==> config.mk <==
export PLATFORM = sky130hd
export DESIGN_NAME = serial_logic_alu16_flat
export DESIGN_NICKNAME = d
export VERILOG_FILES = /design/src/rtl/serial_logic_alu16_if.sv /design/src/rtl/serial_logic_alu16.sv /design/src/flat_wrapper.sv
export SDC_FILE = /design/constraint.sdc
export NUM_CORES = 1
export LEC_CHECK = 0
export CAP_MARGIN = 30
export CORE_UTILIZATION = 45
export CTS_BUF_LIST = sky130_fd_sc_hd__clkbuf_8
export CTS_CLUSTER_DIAMETER = 50
export CTS_CLUSTER_SIZE = 10
export DETAILED_ROUTE_END_ITERATION = 16
export MAX_ROUTING_LAYER = met4
export PLACE_DENSITY = 0.77
export SLEW_MARGIN = 20
export SYNTH_ARGS = -nofsm -noshare
export SYNTH_HDL_FRONTEND = slang
export SYNTH_SLANG_ARGS = --single-unit
==> constraint.sdc <==
create_clock -name clk -period 2.2 [get_ports clk]
set_clock_uncertainty 0.05 [all_clocks]
set_input_delay 0.44 -clock clk [delete_from_list [all_inputs] [get_ports clk]]
set_output_delay 0.44 -clock clk [all_outputs]
set_load 0.01 [all_outputs]
==> src/rtl/serial_logic_alu16_if.sv <==
// Start/done handshake bundle between the serial ALU and the register-file write stage.
// SERIAL_ALU_OVF_EN adds the signed-overflow flag to the bundle.
interface serial_logic_alu16_if #(
    parameter int WIDTH = 16
);
    logic             start;
    logic [1:0]       op;
    logic [WIDTH-1:0] a;
    logic [WIDTH-1:0] b;
    logic             busy;
    logic             done;
    logic [WIDTH-1:0] result;
    logic             carry;
    logic             zero;
`ifdef SERIAL_ALU_OVF_EN
    logic             ovf;

    modport master (output start, op, a, b,
                    input  busy, done, result, carry, zero, ovf);
    modport slave  (input  start, op, a, b,
                    output busy, done, result, carry, zero, ovf);
`else
    modport master (output start, op, a, b,
                    input  busy, done, result, carry, zero);
    modport slave  (input  start, op, a, b,
                    output busy, done, result, carry, zero);
`endif
endinterface

==> src/rtl/serial_logic_alu16.sv <==
// Bit-serial XOR/AND/OR/ADD unit: one LSB-first bit pair per cycle, WIDTH cycles per op.
// Optional SERIAL_ALU_OVF_EN adds a signed-overflow flag for ADD.
module serial_logic_alu16 #(
    parameter int WIDTH = 16,
    parameter int CNTW  = 5
) (
    input  logic                 clk,
    input  logic                 rst_n,
    serial_logic_alu16_if.slave  bus
);
    localparam logic [1:0] OP_XOR = 2'b00;
    localparam logic [1:0] OP_AND = 2'b01;
    localparam logic [1:0] OP_OR  = 2'b10;
    localparam logic [1:0] OP_ADD = 2'b11;

    typedef enum logic [1:0] {IDLE, RUN, DONE} state_t;

    state_t           state, state_nxt;
    logic [WIDTH-1:0] a_sh, b_sh, res_sh, res_nxt;
    logic [1:0]       op_q;
    logic [CNTW-1:0]  cnt;
    logic             c, c_nxt, r, last, capture;
    logic [WIDTH-1:0] result_q;
    logic             carry_q, zero_q;

    always_ff @(posedge clk or negedge rst_n) begin
        if (!rst_n) state <= IDLE;
        else        state <= state_nxt;
    end

    always_comb begin
        state_nxt = state;
        last      = (cnt == CNTW'(WIDTH - 1));
        capture   = bus.start && (state == IDLE || state == DONE);
        r         = 1'b0;
        c_nxt     = 1'b0;
        case (op_q)
            OP_XOR: r = a_sh[0] ^ b_sh[0];
            OP_AND: r = a_sh[0] & b_sh[0];
            OP_OR:  r = a_sh[0] | b_sh[0];
            OP_ADD: begin
                r     = a_sh[0] ^ b_sh[0] ^ c;
                c_nxt = (a_sh[0] & b_sh[0]) | (a_sh[0] & c) | (b_sh[0] & c);
            end
            default: r = 1'b0;
        endcase
        res_nxt = {r, res_sh[WIDTH-1:1]};
        case (state)
            IDLE:    if (bus.start) state_nxt = RUN;
            RUN:     if (last)      state_nxt = DONE;
            DONE:    state_nxt = bus.start ? RUN : IDLE;
            default: state_nxt = IDLE;
        endcase
    end

    // Flags are loaded on the edge that processes the final bit, so they are
    // already valid during the DONE cycle alongside the done pulse.
    always_ff @(posedge clk or negedge rst_n) begin
        if (!rst_n) begin
            a_sh     <= '0;
            b_sh     <= '0;
            res_sh   <= '0;
            op_q     <= '0;
            cnt      <= '0;
            c        <= 1'b0;
            result_q <= '0;
            carry_q  <= 1'b0;
            zero_q   <= 1'b0;
        end else if (capture) begin
            a_sh <= bus.a;
            b_sh <= bus.b;
            op_q <= bus.op;
            cnt  <= '0;
            c    <= 1'b0;
        end else if (state == RUN) begin
            a_sh   <= a_sh >> 1;
            b_sh   <= b_sh >> 1;
            res_sh <= res_nxt;
            cnt    <= cnt + CNTW'(1);
            c      <= c_nxt;
            if (last) begin
                result_q <= res_nxt;
                carry_q  <= c_nxt;
                zero_q   <= (res_nxt == '0);
            end
        end
    end

`ifdef SERIAL_ALU_OVF_EN
    logic ovf_q;

    // c still holds the carry into the MSB while the final bit is processed.
    always_ff @(posedge clk or negedge rst_n) begin
        if (!rst_n)
            ovf_q <= 1'b0;
        else if (!capture && state == RUN && last)
            ovf_q <= (op_q == OP_ADD) && (c ^ c_nxt);
    end

    assign bus.ovf = ovf_q;
`endif

    assign bus.busy   = (state == RUN);
    assign bus.done   = (state == DONE);
    assign bus.result = result_q;
    assign bus.carry  = carry_q;
    assign bus.zero   = zero_q;
endmodule

==> src/flat_wrapper.sv <==
// flat-port wrapper written by rule: the top's interface ports become plain ports
module serial_logic_alu16_flat 
#(
    parameter int WIDTH = 16,
    parameter int CNTW  = 5
)
  (clk, rst_n, bus_start, bus_op, bus_a, bus_b, bus_busy, bus_done, bus_result, bus_carry, bus_zero);
  serial_logic_alu16_if #(.WIDTH(WIDTH)) bus_i ();
  input  logic clk;
  input  logic rst_n;
  input wire logic [$bits(bus_i.start)-1:0] bus_start;
  input wire logic [$bits(bus_i.op)-1:0] bus_op;
  input wire logic [$bits(bus_i.a)-1:0] bus_a;
  input wire logic [$bits(bus_i.b)-1:0] bus_b;
  output wire logic [$bits(bus_i.busy)-1:0] bus_busy;
  output wire logic [$bits(bus_i.done)-1:0] bus_done;
  output wire logic [$bits(bus_i.result)-1:0] bus_result;
  output wire logic [$bits(bus_i.carry)-1:0] bus_carry;
  output wire logic [$bits(bus_i.zero)-1:0] bus_zero;
  assign bus_i.start = bus_start;
  assign bus_i.op = bus_op;
  assign bus_i.a = bus_a;
  assign bus_i.b = bus_b;
  assign bus_busy = bus_i.busy;
  assign bus_done = bus_i.done;
  assign bus_result = bus_i.result;
  assign bus_carry = bus_i.carry;
  assign bus_zero = bus_i.zero;
  serial_logic_alu16 #(.WIDTH(WIDTH), .CNTW(CNTW)) u_core (.clk(clk), .rst_n(rst_n), .bus(bus_i));
endmodule
* After elaboration in Yosys (flattened, before gate mapping) *
Cells that the tools add are included.
W data, S select, Z words.

storage, ports and cells
  flip-flop bits (word level) = 76

operators by class
  add/subtract/negate cells = 1
  bitwise logic cells = 9
  reduce and logical (&&, ||, !) cells = 9
  multiplexer cells = 14
  equal/unequal tests = 8

operators with widths
  cell                   number
  $mux W16               4
  $logic_not A16 Y1      1
  $mux W5                2
  $eq A2 B2 Y1 const B   3
  $pmux W2 S3            1
  $add A5 B1 Y5 const B  1
  $eq A5 B4 Y1 const B   1
  $eq A2 B1 Y1 const B   2
  $logic_not A2 Y1       2
  $mux W1                4
  $mux W2                2
  $pmux W1 S4            1
  $reduce_and A2 Y1      2
  $and A1 B1 Y1          3
  $or A1 B1 Y1           3
  $reduce_and A3 Y1      1
  $ne A2 B1 Y1 const B   1
  $ne A2 B2 Y1 const B   1
  $reduce_bool A2 Y1     1
  $xor A1 B1 Y1          2
  $logic_and A1 B1 Y1    1
  $logic_or A1 B1 Y1     1
  $not A1 Y1             1

* Logic depth before layout (Yosys ltp) *
  depth after elaboration = 6
  mapped depth = 7
  mapped depth without buffers = 6

* Worst setup path before layout *
Ideal clock, no wire load.

  path type = reg2reg
  start = reg u_core.cnt[0]
  end = reg u_core.result_q[15], in the netlist u_core.bus.result[15]
  buffers on the path = 1
  stages on the path, launching flop included = 8
  library setup time = 0.125 ns
  required time = 2.025 ns
  data arrival time = 1.599 ns
  path slack = 0.426 ns
  path through = dfrtp_1 > ha_1 > and3_1 > ha_1 > nand3b_1 > buf_2 > inv_1 > mux2_4

between the ends
  cells in the longest elaborated chain, start to end = 2

RTL lines
  what                                RTL line                  text
  start, declared                     serial_logic_alu16.sv:21  logic [CNTW-1:0] cnt;
  start signal, assigned              serial_logic_alu16.sv:79  cnt <= cnt + CNTW'(1);
  $eq A5 B4 Y1                        serial_logic_alu16.sv:33  last = (cnt == CNTW'(WIDTH - 1));
  $reduce_and A3 Y1 (no source line)  -
  end signal, assigned                serial_logic_alu16.sv:82  result_q <= res_nxt;
  end, declared                       serial_logic_alu16.sv:23  logic [WIDTH-1:0] result_q;

No other way between the ends.
A chain may end at the register's enable or synchronous reset.

* Worst setup path after layout *
  start = reg u_core.state[1]
  end = out bus_busy

between the ends
  cells in the longest elaborated chain, start to end = 1

RTL lines
  what                    RTL line                   text
  start, declared         serial_logic_alu16.sv:18   state_t state, state_nxt;
  start signal, assigned  serial_logic_alu16.sv:28   else state <= state_nxt;
  $eq A2 B1 Y1            serial_logic_alu16.sv:103  assign bus.busy = (state == RUN);
  end, declared           flat_wrapper.sv:15         output wire logic [$bits(bus_i.busy)-1:0] bus_busy;

No other way between the ends.

==> results.yml <==
global_routing:
  grt_pass1_vias: 2370
  antenna_found_initial: 0
  track_usage_pct: 19.98
  grt_pass1_wl_microns: 10960
  grt_use_met3_pct: 7.143
  grt.overflow.total: 0
  met1_usage_pct: 24.57
  use_met2_pct: 31.17
  grt_most_used_layer: "met2"
  grt_max_degree: 51
place:
  gp_congestion: 0.7334
  dpl.hpwl_microns: 4233
  dp_cells: 459
  place_area_sq_um: 3870
  portBuffers: 56
final_layout:
  final_cell_mix: "nand2_1, dfrtp_1, clkdlybuf4s50_1, nor2_1, a31oi_1"
  drive_gt1_share_pct: 12.93
  layout.nets: 416
  fillCellCount: 590
  num_antenna_cells: 0
  final_cells: 475
  final_common_cell: "nand2_1"
  finalInstanceArea_sq_um: 4073
  area_growth_syn_to_layout_pct: 26.51
floorplanning:
  dieArea_sq_um: 7496
  initial_core_util_pct: 46.87
  die_h_microns: 86.58
  fp-row-count: 30
  ioPinCount: 57
  die_w_microns: 86.58
  core_sq_um: 6869
logic_synthesis:
  synth.yosys.warnings: 0
  synth_top_area_share_pct: 58.30
  synth_cells: 319
  synthDistinctLibCells: 31
  syn_area_per_cell_sq_um: 10.09
  yosys-top-cells-area: "dfrtp_1, nand2_1, mux2_2, a31oi_1, nor2_1"
  mappedNetlistArea_sq_um: 3219
  yosys.area.top_type: "dfrtp_1"
  synth.net_count: 361
  synth.ff_latch_count: 75
  ys_seq_area_share_pct: 58.30
  synth-edff-count: 0
  synth_ff_type: "dfrtp_1"
  async_flop_share_pct: 100.0
sta:
  whs_ns: 0.005347
  min_period_over_period_pct: 91.75
  finalSetupTns_ns: 0
  maxSlewHeadroom_pct: 64.94
  hold_viol_final: 0
  finalCriticalPeriod_ns: 2.019
  worst_slew_pin_slew_ns: 0.5260
  setup_viol: 0
  slew_violations: 0
  max_freq_mhz: 495.4
  grt_setup_unrepaired: "false"
drt:
  antenna_left: 0
  via_per_inst: 5.139
  dr.pass1.iters: 4
  wirelength_microns: 6316
  drt_iter0_markers: 101
  num_vias: 2441
  wl_per_cell_microns: 13.30
  drc: 0
cts:
  post_cts_resized: 0
  cts_sinks: 75
  h-tree-depth: 3
  cts_tree: "built"
  clk_path_buf_depth: 2
  clock_latency_ns: 0.35
  cts.reportedPaths.clkPinSlew_ns: 0.08
  cts-buffers-inserted: 9
  cts_root_buffer: "clkbuf_8"
  hold_buffers: 0
  post-cts-setup-buffer-count: 0
critical_path:
  cp.arrival_ns: 1.53
  cp-end-kind: "output port"
  crit_required_ns: 1.71
  startpoint_type: "register"
  path_class: "reg -> out"
  cp_max_fo: 3
power:
  p_leak_nw: 1.867
  power.total_mw: 5.785
  peakVddDrop_v: 0.0007055
  power.density_nw_per_um2: 1420
min_path:
  min_path_type: "in -> async"
flow_run:
  cap_violations: 0
status:
  outcome: "completed"
[cell families (layout without fill, tap and decap cells)]
group	after synthesis	after routing	share of synthesized area, %
AND/OR/NAND/NOR	151	151	18.77
flip-flops	75	75	58.30
AO/OA/AOI/OAI	40	40	8.240
buffers and inverters	27	87	4.664
multiplexers	21	21	7.851
adder cells (fa/ha/maj)	5	5	2.177
[metal layers]
metal,part of all wire [%],wire length [microns],vias up
met5,0,0,-
met4,1.2,74,0
met3,5.2,330,8
met2,50,3151,72
met1,44,2760,1184
li1,-,-,1177
[final timing paths]
kind                                              from                           endpoint  slack (ns)  cells past startpoint
setup / recovery           u_core.state[1]$_DFFE_PN0P_                           bus_busy        0.18                      3
hold / removal                                   rst_n  u_core.bus.result[12]$_DFFE_PN0P_       0.005                      1
setup reg to reg             u_core.cnt[0]$_DFFE_PN0P_  u_core.bus.result[13]$_DFFE_PN0P_        0.25                      6
hold reg to reg              u_core.cnt[3]$_DFFE_PN0P_          u_core.cnt[3]$_DFFE_PN0P_        0.43                      1
max in group asynchronous                        rst_n          u_core.cnt[1]$_DFFE_PN0P_        1.52                      2
min in group clk             u_core.cnt[3]$_DFFE_PN0P_          u_core.cnt[3]$_DFFE_PN0P_        0.43                      1
[layout make-up]
type                            count  area [sq um]  share of cell area [%]
Inverter                            6         25.02                  0.6144
Clock inverter                      6         65.06                   1.598
Multi-Input combinational cell    217          1197                   29.40
Timing Repair Buffer               65         650.6                   15.98
Sequential cell                    75          1877                   46.08
Tap cell                           96         120.1                   2.949
Clock buffer                       10         137.6                   3.379
[where the power goes]
group          switching (mW)  internal [mW]
Sequential              0.441           2.03
Clock                   0.507          0.554
Combinational            1.15           1.10
Total                    2.10           3.68
[registers in the layout, summed over array words and instances (netlist names)]
register,cells
u_core.a_sh,16
u_core.b_sh,16
u_core.bus.carry,1
u_core.bus.result,16
u_core.bus.zero,1
u_core.c,1
u_core.cnt,5
u_core.op_q,2
u_core.res_sh,15
u_core.state,2
[critical path, stage by stage, from the launching register on]
cell and delay [ns]:
dfrtp_1 0.39, nand2b_2 0.21, inv_4 0.06, clkdlybuf4s50_1 0.52
[cells in the mapped netlist (2+ instances only)]
cell type,number
nand2_1,105
o21ai_0,3
dfrtp_1,75
nor2b_1,2
nor2_1,28
nor3_1,4
inv_1,5
o22ai_1,3
nand2b_1,2
a21oi_1,2
ha_1,4
o2bb2ai_1,2
nand3_1,3
nor4_1,3
mux2_4,2
mux2i_1,2
buf_2,16
a31oi_1,25
buf_4,3
nand4_1,2
buf_6,2
mux2_2,16
a22o_1,2
[per-stage QoR]
stage / setup slack [ns] / util [%]
floorplan: 0.4259 / -
global placement: 0.3411 / 56.34
detailed placement: 0.2498 / 56.34
CTS: 0.1634 / 59.29
global route: 0.1199 / 59.29
finish: 0.1815 / 59.29
Power figures use the tool's default switching activity.
